`src/rtl/muldiv_pkg.sv`:
```
// rtl/muldiv_pkg.sv - shared encodings, state enum and sizing for ex_muldiv
package muldiv_pkg;

  typedef enum logic [1:0] {
    OP_MULT  = 2'b00,
    OP_MULTU = 2'b01,
    OP_DIV   = 2'b10,
    OP_DIVU  = 2'b11
  } op_e;

  typedef enum logic [1:0] {
    IDLE = 2'b00,
    CALC = 2'b01,
    FIX  = 2'b10,
    DONE = 2'b11
  } state_e;

  localparam int WIDTH_DEFAULT = 32;

  // Iteration counter must hold values up to WIDTH
  function automatic int cnt_width(input int w);
    return $clog2(w) + 1;
  endfunction

  localparam int CNT_W = cnt_width(WIDTH_DEFAULT);

endpackage

```
`src/rtl/muldiv_sign_adj.sv`:
```
// rtl/muldiv_sign_adj.sv - conditional two's-complement negate
module muldiv_sign_adj #(
  parameter int W = 32
) (
  input  logic [W-1:0] val_i,
  input  logic         neg_i,
  output logic [W-1:0] res_o
);

  // Pass through, or negate when requested
  assign res_o = neg_i ? -val_i : val_i;

endmodule

```
`src/rtl/ex_muldiv.sv`:
```
// rtl/ex_muldiv.sv - iterative MULT/MULTU/DIV/DIVU unit with HI/LO; MULDIV_EARLY_OUT_EN enables multiply early exit
module ex_muldiv
  import muldiv_pkg::*;
#(
  parameter int WIDTH = WIDTH_DEFAULT
) (
  input  logic             clk,
  input  logic             rst_n,
  input  logic             start,
  input  logic [1:0]       op,
  input  logic             flush,
  input  logic [WIDTH-1:0] rs_data,
  input  logic [WIDTH-1:0] rt_data,
  output logic [WIDTH-1:0] hi,
  output logic [WIDTH-1:0] lo,
  output logic             busy,
  output logic             done,
  output logic             stall
);

  localparam int CW = cnt_width(WIDTH);
  localparam logic [CW-1:0] LAST = CW'(WIDTH - 1);

  state_e               state_q, state_d;
  logic [CW-1:0]        cnt_q, cnt_d;
  // Multiply: acc = running product, mcand = shifted multiplicand.
  // Divide:   acc = {remainder, quotient/dividend}, mcand[W-1:0] = divisor.
  logic [2*WIDTH-1:0]   acc_q, acc_d;
  logic [2*WIDTH-1:0]   mcand_q, mcand_d;
  logic [WIDTH-1:0]     mplier_q, mplier_d;
  logic                 is_div_q, is_div_d;
  logic                 sa_q, sa_d, sb_q, sb_d;
  logic                 div0_q, div0_d;
  logic [WIDTH-1:0]     hi_q, hi_d, lo_q, lo_d;

  logic                 accept, op_div, op_signed, sa_in, sb_in, div_by_zero;
  logic                 skip_calc, mul_early, last_step;
  logic [WIDTH-1:0]     mag_a, mag_b;
  logic [2*WIDTH-1:0]   mul_sum, prod_fix;
  logic [WIDTH:0]       r_sh;
  logic                 r_ge;
  logic [WIDTH-1:0]     r_sub, quo_fix, rem_fix;
  logic [2*WIDTH-1:0]   div_next;

  assign op_div      = (op == OP_DIV) || (op == OP_DIVU);
  assign op_signed   = (op == OP_MULT) || (op == OP_DIV);
  assign sa_in       = op_signed & rs_data[WIDTH-1];
  assign sb_in       = op_signed & rt_data[WIDTH-1];
  assign div_by_zero = op_div & (rt_data == '0);
  assign accept      = (state_q == IDLE) & start & ~flush;

`ifdef MULDIV_EARLY_OUT_EN
  assign skip_calc = div_by_zero | (~op_div & (rt_data == '0));
  assign mul_early = ~is_div_q & (mplier_q[WIDTH-1:1] == '0);
`else
  assign skip_calc = div_by_zero;
  assign mul_early = 1'b0;
`endif

  assign last_step = (cnt_q == LAST) | mul_early;

  muldiv_sign_adj #(.W(WIDTH)) u_mag_a (.val_i(rs_data), .neg_i(sa_in), .res_o(mag_a));
  muldiv_sign_adj #(.W(WIDTH)) u_mag_b (.val_i(rt_data), .neg_i(sb_in), .res_o(mag_b));

  muldiv_sign_adj #(.W(2*WIDTH)) u_fix_prod (
    .val_i(acc_q), .neg_i(~is_div_q & (sa_q ^ sb_q)), .res_o(prod_fix)
  );
  muldiv_sign_adj #(.W(WIDTH)) u_fix_quo (
    .val_i(acc_q[WIDTH-1:0]), .neg_i(sa_q ^ sb_q), .res_o(quo_fix)
  );
  muldiv_sign_adj #(.W(WIDTH)) u_fix_rem (
    .val_i(acc_q[2*WIDTH-1:WIDTH]), .neg_i(sa_q), .res_o(rem_fix)
  );

  // One shift-add multiply step and one restoring divide step
  always_comb begin
    mul_sum  = acc_q + (mplier_q[0] ? mcand_q : '0);
    r_sh     = acc_q[2*WIDTH-1:WIDTH-1];
    r_ge     = r_sh >= {1'b0, mcand_q[WIDTH-1:0]};
    r_sub    = r_sh[WIDTH-1:0] - mcand_q[WIDTH-1:0];
    div_next = r_ge ? {r_sub, acc_q[WIDTH-2:0], 1'b1}
                    : {r_sh[WIDTH-1:0], acc_q[WIDTH-2:0], 1'b0};
  end

  // State register
  always_ff @(posedge clk or negedge rst_n) begin
    if (!rst_n) state_q <= IDLE;
    else        state_q <= state_d;
  end

  // Next-state logic; flush aborts CALC/FIX and blocks a start in IDLE
  always_comb begin
    state_d = state_q;
    unique case (state_q)
      IDLE: if (accept) state_d = skip_calc ? FIX : CALC;
      CALC: begin
        if (flush)          state_d = IDLE;
        else if (last_step) state_d = FIX;
      end
      FIX:  state_d = flush ? IDLE : DONE;
      DONE: state_d = IDLE;
      default: state_d = IDLE;
    endcase
  end

  // Status outputs; stall drops in DONE so the pipeline advances with done
  always_comb begin
    busy  = (state_q != IDLE);
    done  = (state_q == DONE);
    stall = accept | (state_q == CALC) | (state_q == FIX);
  end

  // Datapath next state: load at accept, iterate in CALC, commit HI/LO in FIX
  always_comb begin
    cnt_d    = cnt_q;
    acc_d    = acc_q;
    mcand_d  = mcand_q;
    mplier_d = mplier_q;
    is_div_d = is_div_q;
    sa_d     = sa_q;
    sb_d     = sb_q;
    div0_d   = div0_q;
    hi_d     = hi_q;
    lo_d     = lo_q;
    if (accept) begin
      cnt_d    = '0;
      is_div_d = op_div;
      sa_d     = sa_in;
      sb_d     = sb_in;
      div0_d   = div_by_zero;
      if (div_by_zero) begin
        acc_d    = {rs_data, {WIDTH{1'b1}}};
        mcand_d  = '0;
        mplier_d = '0;
      end else if (op_div) begin
        acc_d    = {{WIDTH{1'b0}}, mag_a};
        mcand_d  = {{WIDTH{1'b0}}, mag_b};
        mplier_d = '0;
      end else begin
        acc_d    = '0;
        mcand_d  = {{WIDTH{1'b0}}, mag_a};
        mplier_d = mag_b;
      end
    end else if (state_q == CALC) begin
      cnt_d = cnt_q + 1'b1;
      if (is_div_q) begin
        acc_d = div_next;
      end else begin
        acc_d    = mul_sum;
        mcand_d  = mcand_q << 1;
        mplier_d = mplier_q >> 1;
      end
    end else if (state_q == FIX && !flush) begin
      if (div0_q) begin
        hi_d = acc_q[2*WIDTH-1:WIDTH];
        lo_d = acc_q[WIDTH-1:0];
      end else if (is_div_q) begin
        hi_d = rem_fix;
        lo_d = quo_fix;
      end else begin
        hi_d = prod_fix[2*WIDTH-1:WIDTH];
        lo_d = prod_fix[WIDTH-1:0];
      end
    end
  end

  // Datapath registers
  always_ff @(posedge clk or negedge rst_n) begin
    if (!rst_n) begin
      cnt_q    <= '0;
      acc_q    <= '0;
      mcand_q  <= '0;
      mplier_q <= '0;
      is_div_q <= 1'b0;
      sa_q     <= 1'b0;
      sb_q     <= 1'b0;
      div0_q   <= 1'b0;
      hi_q     <= '0;
      lo_q     <= '0;
    end else begin
      cnt_q    <= cnt_d;
      acc_q    <= acc_d;
      mcand_q  <= mcand_d;
      mplier_q <= mplier_d;
      is_div_q <= is_div_d;
      sa_q     <= sa_d;
      sb_q     <= sb_d;
      div0_q   <= div0_d;
      hi_q     <= hi_d;
      lo_q     <= lo_d;
    end
  end

  assign hi = hi_q;
  assign lo = lo_q;

endmodule

```
`config.mk`:
```
export PLATFORM = sky130hd
export DESIGN_NAME = ex_muldiv
export DESIGN_NICKNAME = d
export VERILOG_FILES = /design/src/rtl/muldiv_pkg.sv /design/src/rtl/muldiv_sign_adj.sv /design/src/rtl/ex_muldiv.sv
export SDC_FILE = /design/constraint.sdc
export NUM_CORES = 1
export LEC_CHECK = 0
export CORE_UTILIZATION = 45
export DETAILED_ROUTE_END_ITERATION = 8
export PLACE_DENSITY_LB_ADDON = 0.1
export SETUP_SLACK_MARGIN = 0.1
export SLEW_MARGIN = 15
export SYNTH_ARGS = -nofsm -noshare
export SYNTH_HDL_FRONTEND = slang
export SYNTH_SLANG_ARGS = --single-unit
export TNS_END_PERCENT = 5
```
`constraint.sdc`:
```
create_clock -name clk -period 3.7 [get_ports clk]
set_input_delay 0.37 -clock clk [delete_from_list [all_inputs] [get_ports clk]]
set_output_delay 0.37 -clock clk [all_outputs]
set_load 0.01 [all_outputs]
```
==> implementation parameters <==
Parameter                              Value

Outcome
  Result of the run    complete, no violations

Detailed routing
  Length of the first detailed-routing pass in iterations    5
  Routed Wire Length    78.4 mm
  Routed Antenna Nets    0
  Via count    roughly 21,000
  Post-detailed-route DRC marker count    0
  Average detailed-routed wire length per instance    between 20 and 25 um
  DR iter-0 viols    2,203
  Vias per inst    between 6 and 7

Clock network
  Clock sink total    236
  Maximum clock insertion buffer count    3
  Cell at the root of the clock tree    clkbuf_16
  H-tree levels    1
  CTS tree    yes
  Clock-pin transition on the worst setup and hold timing paths    roughly 60 ps
  Clock latency of the later-clocked register in the worst-skew pair    ~600 ps
  TritonCTS buffer count    31

Synth
  Cell area after synthesis    20,000 um^2
  Number of enable flip-flop cells after synthesis    0
  Count of synthesis-stage warnings from yosys    0
  Count of distinct cell types in the synthesized netlist    81
  Mean post-synth cell area    between 7 and 8 um^2
  Number of instances in the synthesized netlist    ~2,600
  Leading post-synthesis cells by cell area    dfrtp_1 (30%), nand2_1 (7.1%), a21oi_1 (6.5%)
  Sequential share of the synthesized area    0.295
  Proportion of register bits with asynchronous set or reset after synthesis    1.00
  Synthesis-stage register bit count    236
  Cell type with the highest aggregate area in the netlist    dfrtp_1
  Number of nets in the synthesized netlist    between 2,000 and 3,000
  Area fraction of the dominant cell type after synthesis    0.295
  Leading register cell type out of synthesis    dfrtp_1

Power
  Switch share    0.454
  P_int    ~9300 uW
  Comb pwr share    0.579
  Standby leakage power    0.0109 uW
  Share of total power in the clock network    0.190
  Seq pwr share    0.231
  Overall Power    17,000 uW
  Power Dens Cells    around 700 nW/um^2
  IR drop worst, VDD    between 0.0005 and 0.0006 V
  Net switching power of the design    7710 uW

Placed design
  Final HPWL from detailed placement    a little over 60 mm
  Port buffer count    between 100 and 150
  Placed Cells incl. Taps    ~3,400
  Global placer's final weighted congestion    around 1.1

STA
  Post-layout min period    between 3000 and 4000 ps
  Post-route clock period utilization    0.954
  Final setup violation count    0
  Clock tree skew after final layout    between 20 and 25 ps
  Total count of max-transition violations in the final report    0
  Max-slew headroom    0.328
  Least-Margin Pin Slew    ~1000 ps
  Number of endpoints with negative hold slack in the final report    0
  Peak clock frequency supported by timing    ~280 MHz
  Setup repair after global routing missed its margin    yes

Floorplanning
  Starting density of the core    0.460
  Row count    76
  Die Span X    213 um
  Area of the core    ~43,000 um^2
  Overall die area    around 45,000 um^2
  I/O pin count    around 140
  Vertical extent of the die    about 210 um

Final layout
  Post-route non-filler standard cell count    3,473
  Total area of sequential cells    approximately 5900 um^2
  Layout cells sized above 1    0.144
  Layout filler cell count    4,171
  Area of the multi-input gates    13,500 um^2
  Area Growth Syn to Fin    24.4%
  Net count, final    between 3,000 and 4,000

Global routing
  Leftover overflow at the end of global routing    0
  Largest net degree at the start of global routing    between 100 and 150
  Met2 Resource Use GR    0.528
  Met3 Usage GRT    0.0568
  Antenna violations before repair    5
  All-layer global routing usage    0.340
  Met1 track utilization from global routing    0.467
  Vias in the first global route    between 15,000 and 20,000
  First-pass GRT wire length    117 mm
  Most Crowded Layer GR    met2

Hold path
  Hold WC Path Type    input port to flip-flop

Job
  Maxcap violations    0

Critical path
  Critical path class    flip-flop to flip-flop
  Largest fanout of any net on the critical path    6
  Category of the worst setup path capture point    flip-flop
  Startpoint type of the worst setup path    flip-flop
  Register-to-register setup slack    about 170 ps
  Data arrival time of the worst path    about 4000 ps
  Critical path required time    roughly 4200 ps
## what timing repair did
action                     in CTS  in global routing
setup endpoints to repair      22                 41
gates resized for setup         9                 71
pin swaps                       1                 21
hold buffers                    1                  0
hold endpoints to repair      106                  0
cloned                          0                  2
setup buffers                   0                 10
## final timing paths
check,start,depth (start not counted),end
worst max-delay path,mcand_q[5],17,acc_q[35]
worst min-delay path,op[1],4,mcand_q[12]
worst max register to register,mcand_q[5],17,acc_q[35]
worst min register to register,lo[13],2,lo[13]
max in group asynchronous,rst_n,3,mcand_q[55]
min in group asynchronous,rst_n,2,lo[4]
## power groups by stage
| stage | registers, uW | logic [uW] | clock network, uW |
|---|---|---|---|
| floorplan | 3730 | 5750 | 0 |
| global placement | 3900 | 9130 | 0 |
| detailed placement | 3920 | 9210 | 0 |
| CTS | 3870 | 9280 | 3280 |
| global route | 3960 | 10600 | 3360 |
| finish | 3920 | 9830 | 3230 |
## routing by layer
metal,part of all wire,vias to the layer above
met5,0.00014,-
met4,0.045,2
met3,0.086,211
met2,0.44,950
met1,0.43,9967
li1,-,9825
## state kept, by name (all words and copies together) (netlist names)
register / flops
acc_q: 64
mcand_q: 64
hi: 32
lo: 32
mplier_q: 32
cnt_q: 6
state_q: 2
div0_q: 1
is_div_q: 1
sa_q: 1
sb_q: 1
## critical path: stages, from the launching register on
cell and delay (ps):
dfrtp_1 350, buf_4 130, inv_1 50, ha_1 350
nand2_1 110, or2_2 350, a21oi_1 220, nor3b_1 80
o21ai_0 180, buf_4 170, o211ai_1 90, buf_4 170
o21ai_4 280, buf_12 190, buf_12 110, mux2i_1 200
a21oi_1 90, a221o_1 280
## synthesized netlist by cell type (all sizes together) (33+ instances only)
| cell type | number |
|---|---|
| a21o | 50 |
| a21oi | 258 |
| a31oi | 51 |
| and2 | 78 |
| clkbuf | 131 |
| dfrtp | 236 |
| ha | 100 |
| inv | 66 |
| mux2i | 58 |
| nand2 | 379 |
| nand3 | 37 |
| nand4 | 33 |
| nor2 | 201 |
| nor3 | 57 |
| o21ai | 259 |
| o22ai | 37 |
| xnor2 | 109 |
| xor2 | 99 |
## layout by cell type (no fill, tap or decap), drive strengths merged, types with 10 or more instances in the layout
cell type | Yosys | layout
a211oi | 20 | 20
a21o | 50 | 50
a21oi | 258 | 258
a22oi | 14 | 14
a31oi | 51 | 51
and2 | 78 | 78
and3 | 14 | 14
buf | 31 | 252
clkbuf | 131 | 43
clkdlybuf4s50 | 0 | 134
dfrtp | 236 | 236
ha | 100 | 100
inv | 66 | 69
mux2 | 17 | 17
mux2i | 58 | 58
nand2 | 379 | 379
nand2b | 19 | 19
nand3 | 37 | 37
nand4 | 33 | 33
nor2 | 201 | 201
nor2b | 14 | 14
nor3 | 57 | 57
nor4 | 13 | 13
o211ai | 20 | 20
o21a | 13 | 13
o21ai | 259 | 259
o21bai | 17 | 17
o22ai | 37 | 37
o31ai | 19 | 19
or3 | 28 | 28
or4 | 10 | 10
xnor2 | 109 | 109
xor2 | 99 | 99
## cells by family (layout without fill, tap and decap cells)
group	count (synthesis)	after routing	synth area share
compound gates	844	844	0.253
xor+xnor	208	208	0.0910
fa+ha+maj	102	102	0.0645
buf+inv	229	514	0.0464
flops	236	236	0.295
mux	75	75	0.0386
other cells	0	1	0
simple gates	908	908	0.212
## area by class of cell
class / count / share of cell area
multi-input combinational: 2137 / 0.543
antenna: 1 / 0.000100
clock buffer: 40 / 0.0337
sequential: 236 / 0.238
clock inverter: 18 / 0.00945
inverter: 66 / 0.00995
tap: 585 / 0.0294
timing repair buffer: 390 / 0.137
## stage by stage
| step | hold WS, ps | TNS, ps | worst slack [ps] | util | cell area [um^2] |
|---|---|---|---|---|---|
| 5_1_grt | 426 | 0 | 40.0 | 0.573 | 24900 |
| 4_1_cts | 357 | 0 | 54.7 | 0.564 | 24500 |
| 6_report | 368 | 0 | 168 | 0.573 | 24900 |
| 2_1_floorplan | 74.4 | 0 | 278 | - | 20000 |
| 3_5_place_dp | 469 | -359 | -115 | 0.538 | 23400 |
| 3_3_place_gp | 462 | -68.7 | -45.9 | 0.538 | 23400 |
No activity file was read; power rests on OpenSTA's default activity.
